**src/rtl/quad_poly_eval.sv**
```systemverilog
// quad_poly_eval
//   Multi-cycle evaluator of F = K + sum_i (Q_i*x_i^2 + L_i*x_i) over N_CH
//   unsigned channels. Each channel is evaluated in Horner form,
//   x*(Q*x + L), using one shared signed multiplier over two cycles.
//
// Ports
//   clk        rising-edge clock
//   rst        asynchronous, active-high reset
//   in_valid   input word valid
//   in_ready   block can accept (high only while idle)
//   in_data    N_CH*IN_W unsigned inputs, channel 0 in the LSBs
//   out_valid  result valid, held until out_ready
//   out_ready  consumer accepts the result
//   out        OUT_W-bit signed result
//   sat        result was clamped (QPE_SAT_EN builds only, else 0)
//
// Configuration
//   QPE_SAT_EN  when defined, the result is clamped to the OUT_W signed
//               range and sat reports the clamp; otherwise out wraps.
module quad_poly_eval #(
  parameter int                        N_CH   = 3,
  parameter int                        IN_W   = 4,
  parameter int                        COEF_W = 8,
  parameter int                        OUT_W  = 19,
  parameter logic [N_CH*COEF_W-1:0]    COEF_Q = 24'h06FC05,
  parameter logic [N_CH*COEF_W-1:0]    COEF_L = 24'hFE0308,
  parameter logic signed [COEF_W-1:0]  COEF_K = COEF_W'(13)
) (
  input  logic                   clk,
  input  logic                   rst,
  input  logic                   in_valid,
  output logic                   in_ready,
  input  logic [N_CH*IN_W-1:0]   in_data,
  output logic                   out_valid,
  input  logic                   out_ready,
  output logic [OUT_W-1:0]       out,
  output logic                   sat
);

  // t holds Q*x + L; the product of the shared multiplier is x times a
  // T_W-bit operand; the accumulator is wide enough never to overflow.
  localparam int T_W   = IN_W + COEF_W + 2;
  localparam int P_W   = T_W + IN_W + 1;
  localparam int ACC_W = 2*IN_W + COEF_W + $clog2(N_CH+1) + 2;
  localparam int EXT_W = (OUT_W > ACC_W) ? OUT_W : ACC_W;
  localparam int CH_W  = (N_CH > 1) ? $clog2(N_CH) : 1;
  localparam logic [CH_W-1:0] CH_LAST = CH_W'(N_CH-1);

  typedef enum logic [1:0] {IDLE, MUL1, MUL2, DONE} state_t;

  state_t                   state_reg;
  logic [N_CH*IN_W-1:0]     x_cap_reg;
  logic [CH_W-1:0]          ch_reg;
  logic signed [T_W-1:0]    t_reg;
  logic signed [ACC_W-1:0]  acc_reg;
  logic                     in_ready_reg;
  logic                     out_valid_reg;
  logic [OUT_W-1:0]         out_reg;

  // Per-channel views of the captured inputs and the coefficient constants.
  logic [IN_W-1:0]          x_arr [N_CH];
  logic signed [COEF_W-1:0] q_arr [N_CH];
  logic signed [COEF_W-1:0] l_arr [N_CH];

  generate
    for (genvar gi = 0; gi < N_CH; gi++) begin : g_ch
      assign x_arr[gi] = x_cap_reg[gi*IN_W +: IN_W];
      assign q_arr[gi] = COEF_Q[gi*COEF_W +: COEF_W];
      assign l_arr[gi] = COEF_L[gi*COEF_W +: COEF_W];
    end
  endgenerate

  // Shared multiplier: MUL1 forms Q*x, MUL2 forms x*t. x is zero-extended
  // by one bit so it stays non-negative in the signed product.
  logic signed [IN_W:0]     mul_x;
  logic signed [T_W-1:0]    mul_a;
  logic signed [P_W-1:0]    prod;
  logic signed [T_W-1:0]    t_next;
  logic signed [ACC_W-1:0]  acc_sum;
  logic signed [EXT_W-1:0]  acc_ext;

  assign mul_x   = $signed({1'b0, x_arr[ch_reg]});
  assign mul_a   = (state_reg == MUL1) ? T_W'(q_arr[ch_reg]) : t_reg;
  assign prod    = P_W'(mul_a) * P_W'(mul_x);
  assign t_next  = $signed(prod[T_W-1:0]) + T_W'(l_arr[ch_reg]);
  assign acc_sum = acc_reg + ACC_W'(prod);
  assign acc_ext = EXT_W'(acc_sum);

  // Bits of the extended sum above OUT_W are only consumed by the clamp.
  logic unused_acc_bits;
  assign unused_acc_bits = ^acc_ext;

  logic [OUT_W-1:0] out_next;

`ifdef QPE_SAT_EN
  localparam logic signed [EXT_W-1:0] OUT_MAX =
    {{(EXT_W-OUT_W+1){1'b0}}, {(OUT_W-1){1'b1}}};
  localparam logic signed [EXT_W-1:0] OUT_MIN =
    {{(EXT_W-OUT_W+1){1'b1}}, {(OUT_W-1){1'b0}}};

  logic sat_reg;
  logic sat_next;

  always_comb begin
    out_next = acc_ext[OUT_W-1:0];
    sat_next = 1'b0;
    if (acc_ext > OUT_MAX) begin
      out_next = {1'b0, {(OUT_W-1){1'b1}}};
      sat_next = 1'b1;
    end else if (acc_ext < OUT_MIN) begin
      out_next = {1'b1, {(OUT_W-1){1'b0}}};
      sat_next = 1'b1;
    end
  end

  assign sat = sat_reg;
`else
  assign out_next = acc_ext[OUT_W-1:0];
  assign sat      = 1'b0;
`endif

  always_ff @(posedge clk or posedge rst) begin
    if (rst) begin
      state_reg     <= IDLE;
      x_cap_reg     <= '0;
      ch_reg        <= '0;
      t_reg         <= '0;
      acc_reg       <= '0;
      in_ready_reg  <= 1'b1;
      out_valid_reg <= 1'b0;
      out_reg       <= '0;
`ifdef QPE_SAT_EN
      sat_reg       <= 1'b0;
`endif
    end else begin
      case (state_reg)
        IDLE: begin
          if (in_valid) begin
            x_cap_reg    <= in_data;
            acc_reg      <= ACC_W'(COEF_K);
            ch_reg       <= '0;
            in_ready_reg <= 1'b0;
            state_reg    <= MUL1;
          end
        end
        MUL1: begin
          t_reg     <= t_next;
          state_reg <= MUL2;
        end
        MUL2: begin
          acc_reg <= acc_sum;
          if (ch_reg == CH_LAST) begin
            out_reg       <= out_next;
`ifdef QPE_SAT_EN
            sat_reg       <= sat_next;
`endif
            out_valid_reg <= 1'b1;
            state_reg     <= DONE;
          end else begin
            ch_reg    <= ch_reg + CH_W'(1);
            state_reg <= MUL1;
          end
        end
        DONE: begin
          if (out_ready) begin
            out_valid_reg <= 1'b0;
            in_ready_reg  <= 1'b1;
            state_reg     <= IDLE;
          end
        end
        default: state_reg <= IDLE;
      endcase
    end
  end

  assign in_ready  = in_ready_reg;
  assign out_valid = out_valid_reg;
  assign out       = out_reg;

endmodule

```
**config.mk**
```make
export PLATFORM = sky130hd
export DESIGN_NAME = quad_poly_eval
export DESIGN_NICKNAME = d
export VERILOG_FILES = /design/src/rtl/quad_poly_eval.sv
export SDC_FILE = /design/constraint.sdc
export NUM_CORES = 1
export LEC_CHECK = 0
export ABC_AREA = 1
export BUFFER_PORTS_ARGS = -buffer_cell sky130_fd_sc_hd__buf_4
export CORE_UTILIZATION = 40
export DETAILED_ROUTE_END_ITERATION = 8
export MAX_ROUTING_LAYER = met4
export PLACE_DENSITY_LB_ADDON = 0.3
export SYNTH_ARGS = -nofsm -noshare
export SYNTH_HDL_FRONTEND = slang
export SYNTH_SLANG_ARGS = --single-unit
```
**constraint.sdc**
```tcl
create_clock -name clk -period 6.05 [get_ports clk]
set_input_delay 1.21 -clock clk [delete_from_list [all_inputs] [get_ports clk]]
set_output_delay 1.21 -clock clk [all_outputs]
set_load 0.005 [all_outputs]
```
# --- After elaboration in Yosys (flattened, before gate mapping) ---
# Index checks and enable logic that the tools add are counted.
word_totals:
  regBits: 71
  word_cells: 58
op_classes:
  n_addsub: 3
  n_mul: 1
  n_lt_le_gt_ge: 1
  eq_ne: 8
  muxes: 25
  bitwise: 1
  reduce_logical: 11
op_table:
  columns: ["cell", "count"]
  rows:
  - ["20-bit case mux with 2 select lines", 1]
  - ["8-bit binary-select mux with 2-bit select", 2]
  - ["8-bit two-way mux", 4]
  - ["20-bit by 19-bit adder with 20-bit output", 1]
  - ["20-bit two-way mux", 1]
  - ["14-bit by 5-bit multiplier with 19-bit output", 1]
  - ["14-bit by 8-bit adder with 14-bit output", 1]
  - ["14-bit two-way mux", 1]
  - ["2-bit two-way mux", 5]
  - ["3-bit AND reduction", 3]
  - ["4-bit binary-select mux with 2-bit select", 1]
  - ["4-bit two-way mux", 2]
  - ["2-bit != test, second input constant", 4]
  - ["2-bit case mux with 4 select lines", 1]
  - ["2-bit AND reduction", 4]
  - ["2-bit equality test, second input constant", 3]
  - ["2-bit nonzero test", 3]
  - ["1-bit two-way mux", 4]
  - ["1-bit case mux with 2 select lines", 2]
  - ["2-bit case mux with 2 select lines", 1]
  - ["3-bit >= comparator, second input constant", 1]
  - ["2-bit inverter with 3-bit output", 1]
  - ["2-bit by 1-bit adder with 2-bit output, second input constant", 1]
  - ["2-bit by 1-bit equality test with 1-bit output, second input constant", 1]
  - ["2-bit logical NOT", 1]

# --- Depth between registers and ports, before layout ---
# Gate-level depths: netlist of the first run.
logic_depth:
  depth_word: 8
  ltp_mapped: 34
  ltp_nobuf: 33

# --- Worst setup path after synthesis of the first run ---
# Ideal clock, no wire load.
synth_timing:
  path_type: "register -> register"
  start: "register ch_reg[1]"
  end: "register acc_reg[18]"
  setup_ns: 0.117
  arrival_ns: 5.062
  setup_slack_ns: 0.871
  stages_incl_launch_ff: 33
  period_less_slack_ns: 5.179
  path_cell_list: "dfrtp_1 inv_1 ha_1 inv_1 nand2_2 buf_2 o21ai_0 nor2_1 ha_1 fa_1 inv_1 fa_1 inv_1 ha_1 nand2_1 inv_1 a21oi_1 nand3_1 a21boi_0 o21ai_0 nand2_1 nand2_1 ha_1 inv_1 nor3_1 and2_1 nand4_1 inv_1 nor2_1 inv_1 nand2_1 nand3_1 nand2_1"
synth_between:
  elab_chain_len: 8
synth_lines:
  columns: ["element", "line_no", "rtl"]
  rows:
  - ["start: declaration", "53", "logic [CH_W-1:0] ch_reg;"]
  - ["start signal: assignment", "160", "ch_reg <= ch_reg + CH_W'(1);"]
  - ["2-bit inverter with 3-bit output (not written as such) (*)", "82, 83", null]
  - ["8-bit binary-select mux with 2-bit select", "83", "assign mul_a = (state_reg == MUL1) ? T_W'(q_arr[ch_reg]) : t_reg;"]
  - ["8-bit two-way mux (not written as such) (2 in a row)", "83", null]
  - ["14-bit two-way mux", "83", null]
  - ["14-bit by 5-bit multiplier with 19-bit output (*)", "84", "assign prod = P_W'(mul_a) * P_W'(mul_x);"]
  - ["20-bit by 19-bit adder with 20-bit output (*)", "86", "assign acc_sum = acc_reg + ACC_W'(prod);"]
  - ["20-bit case mux with 2 select lines (*)", "136", "case (state_reg)"]
  - ["end signal: assignment", "140", "acc_reg <= ACC_W'(COEF_K);"]
  - ["end signal: assignment", "151", "acc_reg <= acc_sum;"]
  - ["end: declaration", "55", "logic signed [ACC_W-1:0] acc_reg;"]
# Mark *: on every way between the ends. The rest lies on a longest branch, timed or not. The select of a mux whose other input is x is not followed.
# A chain may end at the register's enable or synchronous reset.

# --- Final worst setup path of the first run ---
layout_timing:
  start: "register state_reg[0]"
  end: "register out_reg[18] (netlist: out[18])"
layout_between:
  elab_chain_len: 4
layout_lines:
  columns: ["element", "line_no", "rtl"]
  rows:
  - ["start: declaration", "51", "state_t state_reg;"]
  - ["start signal: assignment", "124", "state_reg <= IDLE;"]
  - ["start signal: assignment", "143", "state_reg <= MUL1;"]
  - ["start signal: assignment", "148", "state_reg <= MUL2;"]
  - ["2-bit by 1-bit equality test with 1-bit output", "83", null]
  - ["14-bit two-way mux", "83", null]
  - ["14-bit by 5-bit multiplier with 19-bit output", "84", null]
  - ["20-bit by 19-bit adder with 20-bit output", "86", null]
  - ["end signal: assignment", "153", "out_reg <= out_next;"]
  - ["end: declaration", "58", "logic [OUT_W-1:0] out_reg;"]
# Several ways; a longest one is shown, not always the timed one.

==> results.md, run 1 <==
* Cells after Synth at 914
* Core Area at 16100 µm²
* Placed Instances at 1154
* Sink Count at 70
* Drc violations at 0
* Worst skew pair latency at 0.34 ns
* CP top delay family: adder cells
* Final HPWL from detailed placement at 13300 µm
* Register area share after synthesis at 26.1%
* Number of synthesis warnings at 0
* Clock buffer depth at 2
* CP Buf/Inv Count at 7
* GRT overflow at 0
* Final Hold Fails at 0
* Clk pin slew, worst setup/hold paths at 0.06 ns
* Initial Utilization at 41.7%
* RSZ-0062 raised after global routing: false
* Met3 usage at 2.58%
* Crit Path Class: reg2reg
* Area growth from synthesis to layout at 13.5%
* Die X at 132 µm
* Die area at 17300 µm²
* Setup TNS at 0 ns
* Vias in the first global route at 5761
* Final min period at 5.63 ns
* Nets at 1073
* Die height at 132 µm
* Seq cells post-synth at 70
* Period utilization at 93.1%
* Max-slew violation count at 0
* TritonCTS clock tree: yes
* Drt total wl at 16900 µm
* Clock Skews at 0.00948 ns
* Met1 Use GR at 27.9%
* Critical Path End Type: register
* Vias per inst at 5.05
* Critical Path Start: state_reg[0]$_DFFE_PP0P_
* Synth unique cells at 42
* Fmax at 178 MHz
* Syn_nets at 1034
* Startpoint types: register
* Total GRT Usage at 21.1%
* Post-synth EDFFs at 0
* CP most frequent cell: inv_1
* Hold Path Class: reg2reg
* Vias at 5933
* First-pass GRT wire length at 28500 µm
* Status: finished, final reports clean
* First-iteration detailed-routing DRC count at 425
* Commonest non-fill, non-tap cell in the layout: nand2_1
* Final setup fails at 0
* Final hold slack at 0.473 ns
* Synth Area per Inst at 7.34 µm²
* WL per Instance at 14.4 µm
* Filler cells at 1727
* Relative slew slack at 39.2%
* Slew @ Worst Pin at 0.913 ns
* RD Place Congestion at 0.923
* Port Buffer Count at 36
* Initial antenna violation count at 0
* Most frequent cells in the layout: nand2_1, inv_1, nor2_1, ha_1
* Antenna viol nets, final at 0
* Global routing usage on met2 at 33.0%
* CP Max Fanout at 6
* Non-Filler Instances at 1174
* First drt pass iteration count at 5
* Hold path start: in_ready$_DFFE_PP1P_
* CP peak stage delay at 0.53 ns
* CP required at 6.29 ns
* Number of diodes at 0
* CTS Buf Count at 9
* Worst path arrival time at 5.87 ns
* Pre-CTS setup slack at -0.0300 ns
* Largest net degree at the start of global routing at 71
* Min setup slack post-route at 0.416 ns
* Max Cap Viol at 0
* # IOs at 38
* Post-synthesis cell area at 6710 µm²
* Slowest cell on crit path: fa_1
* Most Crowded Layer GR: met2
* Layout cell share with drive strength beyond 1 at 11.6%
* RR Startpoint: state_reg[0]$_DFFE_PP0P_
* Top FF cell, synth: dfrtp_1
* Clk root buf: clkbuf_16
* # rows at 46
* Async SR Flop Fraction at 100%
* H-tree Lvls at 3
==> cells in the mapped netlist (4+ instances only) <==
cell	count	area share [%]
xor2_1	11	1.4
mux2_2	10	1.7
fa_1	31	9.2
nand3_1	68	5.1
or2_1	8	0.75
nand2_1	241	13
o21bai_1	5	0.56
inv_1	138	7.7
a31oi_1	4	0.37
nand2_2	4	0.37
nand3b_1	5	0.56
xnor2_1	14	1.8
buf_2	9	0.67
o21ai_0	42	3.1
nor2_1	81	4.5
or2_2	7	0.65
dfrtp_1	69	26
a21oi_1	37	2.8
ha_1	73	14
nor3_1	7	0.52
clkbuf_1	6	0.34
inv_2	6	0.34
nand4_1	9	0.84
==> through the flow <==
step	cell area (µm²)	utilization [%]
after CTS	7530	46.7
after global routing	7620	47.3
final	7620	47.3
after detailed placement	7200	44.7
after floorplan	6710	-
after global placement	7200	44.7
==> worst min-delay path, stage by stage (launching register included) <==
cell	delay [ns]
dfstp_2	0.36
nand2_1	0.06
nand2_1	0.05
==> path summary, 6_finish.rpt <==
check,to,slack (ns),cells past startpoint
worst max-delay path,out[18]$_DFFE_PP0P_,0.42,29
worst min-delay path,in_ready$_DFFE_PP1P_,0.47,2
worst max register to register,out[18]$_DFFE_PP0P_,0.42,29
worst min register to register,in_ready$_DFFE_PP1P_,0.47,2
max in group asynchronous,ch_reg[1]$_DFFE_PP0P_,4.25,3
min in group asynchronous,out[3]$_DFFE_PP0P_,1.15,3
==> cell type report <==
cell class / instances / area, µm² / share of cell area [%]
clock buffers: 10 / 239 / 3.14
clock inverters: 6 / 92.6 / 1.22
multi-input cells: 684 / 4390 / 57.6
repair buffers: 44 / 330 / 4.34
well taps: 216 / 270 / 3.55
inverters: 144 / 543 / 7.13
flip-flops and latches: 70 / 1750 / 23.0
==> per-layer routing <==
metal | up-vias | routed length, µm | share of wire [%]
met5 | - | 0 | 0
met4 | 0 | 433 | 2.6
met3 | 32 | 620 | 3.7
met2 | 123 | 7960 | 47
met1 | 2786 | 7900 | 47
li1 | 2992 | - | -
==> cell families after synthesis <==
logic type                 count (synthesis)  synth area share, %
muxes                                     10                 1.68
adders and majority gates                104                 22.9
buffers and inverters                    161                 9.38
xor gates and xnor gates                  25                 3.26
and+or+nand+nor                          437                 27.7
DFF                                       70                 26.1
AOI/OAI and AO/OA                        106                 8.97
other                                      1               0.0559
==> repair_timing <==
action                     in CTS  in global routing
gates resized for setup         1                 26
cloned                          0                  1
setup buffers                   0                  3
setup endpoints to repair       2                 16
hold buffers                    0                  0
pin swaps                       0                  2
Power of run 1 is not shown: default switching activity piles up to over one toggle a cycle in this logic, so the estimate is an artifact.
==> inputs of run 2 (changes only) <==
--- a/config.mk
+++ b/config.mk
@@ -5,10 +5,9 @@
 export SDC_FILE = /design/constraint.sdc
 export NUM_CORES = 1
 export LEC_CHECK = 0
-export ABC_AREA = 1
-export BUFFER_PORTS_ARGS = -buffer_cell sky130_fd_sc_hd__buf_4
 export CORE_UTILIZATION = 40
 export DETAILED_ROUTE_END_ITERATION = 8
+export DONT_BUFFER_PORTS = 1
 export MAX_ROUTING_LAYER = met4
 export PLACE_DENSITY_LB_ADDON = 0.3
 export SYNTH_ARGS = -nofsm -noshare
==> results.md, run 2 <==
* Die height at 129 µm (was 132 µm)
* Register area share after synthesis at 27.0% (was 26.1%)
* Pre-CTS setup slack at 0.00478 ns (was -0.0300 ns)
* WL per Instance at 15.3 µm (was 14.4 µm)
* Cell with the most instances after synthesis: inv_1 (was nand2_1)
* Critical Path Start: ch_reg[0]$_DFFE_PP0P_ (was state_reg[0]$_DFFE_PP0P_)
* GRT overflow at 0 (unchanged)
* Largest net degree at the start of global routing at 71 (unchanged)
* Clk root buf: clkbuf_16 (unchanged)
* CP top delay family: adder cells (unchanged)
* Area growth from synthesis to layout at 15.1% (was 13.5%)
* # hold bufs at CTS at 0 (unchanged)
* Async SR Flop Fraction at 100% (unchanged)
* Max-slew violation count at 0 (unchanged)
* Area share of the largest cell type after synthesis at 26.6% (was 25.7%)
* Layout cell share with drive strength beyond 1 at 17.2% (was 11.6%)
* Max Cap Viol at 0 (unchanged)
* Synth Area per Inst at 9.00 µm² (was 7.34 µm²)
* TritonCTS clock tree: yes (unchanged)
* Register area at 1750 µm² (unchanged)
* Vias at 5256 (was 5933)
* Vias per inst at 5.44 (was 5.05)
* Initial antenna violation count at 0 (unchanged)
* Worst path arrival time at 6.05 ns (was 5.87 ns)
* Crit Path Class: reg2reg (unchanged)
* Filler cells at 1541 (was 1727)
* Syn_nets at 841 (was 1034)
* Number of synthesis warnings at 0 (unchanged)
* Clock buffer depth at 2 (unchanged)
* First-iteration detailed-routing DRC count at 241 (was 425)
* Final setup fails at 0 (unchanged)
* Simple-gate portion of the synthesized area at 14.8% (was 27.7%)
* Core Area at 15900 µm² (was 16100 µm²)
* Worst-case reg-to-reg path depth at 26 (was 29)
* Worst skew pair latency at 0.34 ns (about the same)
* Startpoint types: register (unchanged)
* Initial Utilization at 40.9% (was 41.7%)
* Main combinational cell family by area after synthesis: adder cells (was simple AND/OR/NAND/NOR gates)
* RD Place Congestion at 0.873 (was 0.923)
* Drt total wl at 14800 µm (was 16900 µm)
* Period utilization at 96.2% (was 93.1%)
* Final min period at 5.82 ns (was 5.63 ns)
* CP required at 6.27 ns (was 6.29 ns)
* Post-synth EDFFs at 0 (unchanged)
* Clk pin slew, worst setup/hold paths at 0.06 ns (about the same)
* Total GRT Usage at 19.4% (was 21.1%)
* Critical Path Sink: acc_reg[16]$_DFFE_PP0P_ (was out[18]$_DFFE_PP0P_)
* Vias in the first global route at 5302 (was 5761)
* Min setup slack post-route at 0.228 ns (was 0.416 ns)
* RR Startpoint: ch_reg[0]$_DFFE_PP0P_ (was state_reg[0]$_DFFE_PP0P_)
* CP Max Fanout at 8 (was 6)
* Clock Skews at 0.00856 ns (was 0.00948 ns)
* Die area at 16700 µm² (was 17300 µm²)
* Commonest non-fill, non-tap cell in the layout: inv_1 (was nand2_1)
* Compound-gate portion of the synthesized area at 18.8% (was 8.97%)
* R2R Path End: acc_reg[16]$_DFFE_PP0P_ (was out[18]$_DFFE_PP0P_)
* CP Buf/Inv Count at 4 (was 7)
* Post-synthesis cell area at 6490 µm² (was 6710 µm²)
* Slowest cell on crit path: fa_1 (unchanged)
* Post-synthesis adder-cell area fraction at 23.6% (was 22.9%)
* Post-synthesis mux area share at 5.03% (was 1.68%)
* Antenna viol nets, final at 0 (unchanged)
* Worst path depth at 26 (was 29)
* H-tree Lvls at 3 (unchanged)
* Top FF cell, synth: dfrtp_1 (unchanged)
* CP peak stage delay at 0.55 ns (was 0.53 ns)
* Final HPWL from detailed placement at 11400 µm (was 13300 µm)
* First-pass GRT wire length at 25100 µm (was 28500 µm)
* Slew @ Worst Pin at 0.993 ns (was 0.913 ns)
* Fmax at 172 MHz (was 178 MHz)
* Multi-input combinational cell area at 4560 µm² (was 4390 µm²)
* First drt pass iteration count at 7 (was 5)
* Hold Path Class: reg2reg (unchanged)
* CP most frequent cell: ha_1 (was inv_1)
* CTS Buf Count at 9 (unchanged)
* # rows at 46 (unchanged)
* Seq cells post-synth at 70 (unchanged)
* Number of diodes at 0 (unchanged)
* FF-to-FF setup slack at 0.23 ns (was 0.42 ns)
* Critical Path End Type: register (unchanged)
* Cells after Synth at 721 (was 914)
* Post-Synth XOR/XNOR Area at 4.41% (was 3.26%)
* Synth unique cells at 65 (was 42)
* Sink Count at 70 (unchanged)
* Final Hold Fails at 0 (unchanged)
* Yosys top cell by area: dfrtp_1 (unchanged)
* Relative slew slack at 33.6% (was 39.2%)
* Hold path start: acc_reg[5]$_DFFE_PP0P_ (was in_ready$_DFFE_PP1P_)
* Commonest cells in the netlist: inv_1, ha_1, nor2_1, dfrtp_1, a21oi_1 (was nand2_1, inv_1, nor2_1, ha_1, dfrtp_1)
* Drc violations at 0 (unchanged)
* Most frequent cells in the layout: inv_1, nor2_1, ha_1, dfrtp_1, nand2_1 (was nand2_1, inv_1, nor2_1, ha_1)
* Die X at 129 µm (was 132 µm)
* Status: finished, final reports clean (unchanged)
* Port Buffer Count at 0 (was 36)
* # IOs at 38 (unchanged)
* Synth top area cells: dfrtp_1, ha_1, fa_1 (was dfrtp_1, ha_1, nand2_1)
* Nets at 866 (was 1073)
[run 2: cell count changes after synthesis, sizes merged, moves of 9 or more]
cell | previous run | this run
mux2 | 10 | 21
mux2i | 0 | 9
clkbuf | 7 | 17
a21o | 3 | 16
nand2 | 245 | 41
nor2 | 84 | 72
nand2b | 0 | 14
inv | 144 | 78
nand3 | 69 | 13
a21oi | 38 | 47
nor2b | 0 | 9
a211oi | 2 | 11
or2 | 15 | 6
[run 2: how the worst min path moves through the flow]
| stage | endpoint | depth (start not counted) |
|---|---|---|
| 6_report | acc_reg[5]$_DFFE_PP0P_ | 2 |
| 5_1_grt | out[6]$_DFFE_PP0P_ | 2 |
| 4_1_cts | t_reg[8]$_DFFE_PP0N_ | 2 |
| 3_5_place_dp | t_reg[8]$_DFFE_PP0N_ | 2 |
| 3_3_place_gp | t_reg[6]$_DFFE_PP0N_ | 1 |
| 2_1_floorplan | t_reg[2]$_DFFE_PP0N_ | 2 |
[run 2: what timing repair did]
item | in CTS | in global routing
resized for setup | 1 | 53
pin swaps | 0 | 17
endpoints found under the hold margin | 0 | 0
buffers inserted | 0 | 16
endpoints found under the setup margin | 5 | 15
[run 2: cell families after synthesis]
kind of cell / count (synthesis)
other: 1
flip-flops: 70
AND/OR/NAND/NOR: 198
multiplexers: 30
XOR/XNOR: 31
AO/OA/AOI/OAI: 185
buffers and inverters: 102
adder cells (fa/ha/maj): 104
[run 2: worst min-delay path, delay by kind of cell, from the launching register on]
kind | cells | cell delay [ns]
compound gates | 1 | 0.07
simple gates | 1 | 0.05
flops | 1 | 0.35
[run 2: stage by stage]
step           area [µm²]  util [%]  hold WS, ns  std cells  TNS [ns]
6_report             7470      47.1        0.506        967         0
4_1_cts              7110      44.8        0.498        951         0
3_3_place_gp         6810      42.9        0.480        935         0
2_1_floorplan        6490         -        0.444        721         0
3_5_place_dp         6810      42.9        0.485        935         0
5_1_grt              7470      47.1        0.529        967    -0.178
[run 2: area by class of cell]
class	count	area share, %
Multi-Input combinational cell	549	61.0
Sequential cell	70	23.5
Timing Repair Buffer	38	3.97
Inverter	78	3.92
Tap cell	216	3.62
Clock buffer	9	3.01
Clock inverter	7	0.971
[run 2: per-layer routing]
layer / up-vias / global-route usage (%) / routed length [µm]
li1: 2557 / - / -
met1: 2578 / 25.0 / 6890
met2: 108 / 31.3 / 7160
met3: 13 / 2.81 / 494
met4: 0 / 6.02 / 209
met5: - / - / 0
Power of run 2 is left out for the same reason.
==> inputs of run 3 (changes only) <==
==> constraint.sdc (replaced) <==
create_clock -name clk -period 7.4 [get_ports clk]
set_input_delay 1.48 -clock clk [delete_from_list [all_inputs] [get_ports clk]]
set_output_delay 1.48 -clock clk [all_outputs]
set_load 0.005 [all_outputs]
==> results.md, run 3 (synthesis results as in run 2) <==
* R2R Path End: acc_reg[16]$_DFFE_PP0P_ (unchanged)
* Vias in the first global route at 5131 (was 5302)
* Port Buffer Count at 0 (unchanged)
* Hold path cells at 2 (unchanged)
* Clk pin slew, worst setup/hold paths at 0.06 ns (about the same)
* First-iteration detailed-routing DRC count at 221 (was 241)
* Vias at 5031 (was 5256)
* GRT overflow at 0 (unchanged)
* First drt pass iteration count at 4 (was 7)
* Drt total wl at 14000 µm (was 14800 µm)
* H-tree Lvls at 3 (unchanged)
* # hold bufs at CTS at 0 (unchanged)
* Clock Skews at 0.00664 ns (was 0.00856 ns)
* Antenna viol nets, final at 0 (unchanged)
* FF-to-FF setup slack at 0.78 ns (was 0.23 ns)
* Sink Count at 70 (unchanged)
* Final min period at 6.62 ns (was 5.82 ns)
* Final Hold Fails at 0 (unchanged)
* Multi-input combinational cell area at 4330 µm² (was 4560 µm²)
* TritonCTS clock tree: yes (unchanged)
* # rows at 46 (unchanged)
* RD Place Congestion at 0.863 (was 0.873)
* Clock buffer depth at 2 (unchanged)
* Initial Utilization at 40.9% (unchanged)
* Filler cells at 1547 (was 1541)
* Clk root buf: clkbuf_16 (unchanged)
* Area growth from synthesis to layout at 8.40% (was 15.1%)
* Die height at 129 µm (unchanged)
* Critical Path Start: ch_reg[1]$_DFFE_PP0P_ (was ch_reg[0]$_DFFE_PP0P_)
* Layout cell share with drive strength beyond 1 at 8.19% (was 17.2%)
* First-pass GRT wire length at 24500 µm (was 25100 µm)
* Core Area at 15900 µm² (unchanged)
* RR Startpoint: ch_reg[1]$_DFFE_PP0P_ (was ch_reg[0]$_DFFE_PP0P_)
* Vias per inst at 5.38 (was 5.44)
* Period utilization at 89.4% (was 96.2%)
* Number of diodes at 0 (unchanged)
* Largest net degree at the start of global routing at 71 (unchanged)
* RSZ-0062 raised after global routing: false
* # IOs at 38 (unchanged)
* Critical Path End Type: register (unchanged)
* Register area at 1750 µm² (about the same)
* Initial antenna violation count at 0 (unchanged)
* Post_cts resized at 0 (was 1)
* Status: finished, final reports clean (unchanged)
* Die X at 129 µm (unchanged)
* Drc violations at 0 (unchanged)
* CTS Buf Count at 9 (unchanged)
* Worst path arrival time at 6.84 ns (was 6.05 ns)
* Met3 usage at 2.60% (was 2.81%)
* Relative slew slack at 30.1% (was 33.6%)
* Nets at 835 (was 866)
* Fmax at 151 MHz (was 172 MHz)
* Worst skew pair latency at 0.34 ns (about the same)
* Post-CTS setup buffers at 0 (unchanged)
* Worst-case reg-to-reg path depth at 26 (unchanged)
* Global routing usage on met2 at 30.6% (was 31.3%)
* Critical Path Sink: acc_reg[16]$_DFFE_PP0P_ (unchanged)
* Max-slew violation count at 0 (unchanged)
* Die area at 16700 µm² (unchanged)
* Setup TNS at 0 ns (unchanged)
* Met1 Use GR at 24.7% (was 25.0%)
* Max Cap Viol at 0 (unchanged)
* Hold Path Class: reg2reg (unchanged)
* Final setup fails at 0 (unchanged)
* WL per Instance at 15.0 µm (was 15.3 µm)
* CP required at 7.62 ns (was 6.27 ns)
* Most Crowded Layer GR: met2 (unchanged)
* Final HPWL from detailed placement at 11100 µm (was 11400 µm)
* Slew @ Worst Pin at 1.05 ns (was 0.993 ns)
* Crit Path Class: reg2reg (unchanged)
* Most frequent cells in the layout: inv_1, ha_1, nor2_1, dfrtp_1, a21oi_1 (was inv_1, nor2_1, ha_1, dfrtp_1, nand2_1)
* Total GRT Usage at 19.1% (was 19.4%)
* CP Max Fanout at 12 (was 8)
* Startpoint types: register (unchanged)
* Commonest non-fill, non-tap cell in the layout: inv_1 (unchanged)
## run 3: layout make-up
| class | count | share of cell area [%] |
|---|---|---|
| Clock buffer | 11 | 3.31 |
| Tap cell | 216 | 3.84 |
| Sequential cell | 70 | 24.9 |
| Timing Repair Buffer | 7 | 0.747 |
| Inverter | 78 | 4.16 |
| Clock inverter | 5 | 1.51 |
| Multi-Input combinational cell | 549 | 61.5 |
## run 3: metal layers
metal	wire (µm)	vias up
met5	0	-
met4	180	0
met3	351	13
met2	6820	81
met1	6680	2440
li1	-	2497
## run 3: worst min path at each step
stage	startpoint	to	slack [ns]
finish	t_reg[9]$_DFFE_PP0N_	t_reg[9]$_DFFE_PP0N_	0.49
global route	t_reg[2]$_DFFE_PP0N_	t_reg[2]$_DFFE_PP0N_	0.51
CTS	t_reg[2]$_DFFE_PP0N_	t_reg[2]$_DFFE_PP0N_	0.49
detailed placement	t_reg[2]$_DFFE_PP0N_	t_reg[2]$_DFFE_PP0N_	0.48
global placement	t_reg[2]$_DFFE_PP0N_	t_reg[2]$_DFFE_PP0N_	0.47
floorplan	t_reg[2]$_DFFE_PP0N_	t_reg[2]$_DFFE_PP0N_	0.44
## run 3: critical path, stage by stage, from the launching register on
cell      delay, ns
dfrtp_1        0.55
inv_1          0.14
ha_1           0.23
and3b_1        0.30
a21oi_1        0.33
nor2_1         0.08
ha_1           0.32
fa_1           0.54
inv_1          0.05
fa_1           0.54
inv_1          0.05
ha_1           0.33
o21ai_0        0.14
o21ai_0        0.34
a21oi_1        0.13
o21bai_1       0.21
a21o_1         0.14
a21oi_1        0.07
xnor2_1        0.29
ha_1           0.35
a21o_1         0.23
o21bai_1       0.18
nand3_1        0.09
a31o_1         0.15
a31oi_1        0.11
or3_1          0.35
a32o_1         0.27
## run 3: stage by stage
stage	util (%)	instances	area (µm²)	setup WS (ns)	hold slack (ns)
floorplan	-	721	6490	1.43	0.444
global placement	42.2	920	6700	1.07	0.468
detailed placement	42.2	920	6700	0.826	0.478
CTS	44.3	936	7040	0.798	0.494
global route	44.3	936	7040	0.362	0.513
finish	44.3	936	7040	0.781	0.489
Power of run 3 is left out for the same reason.
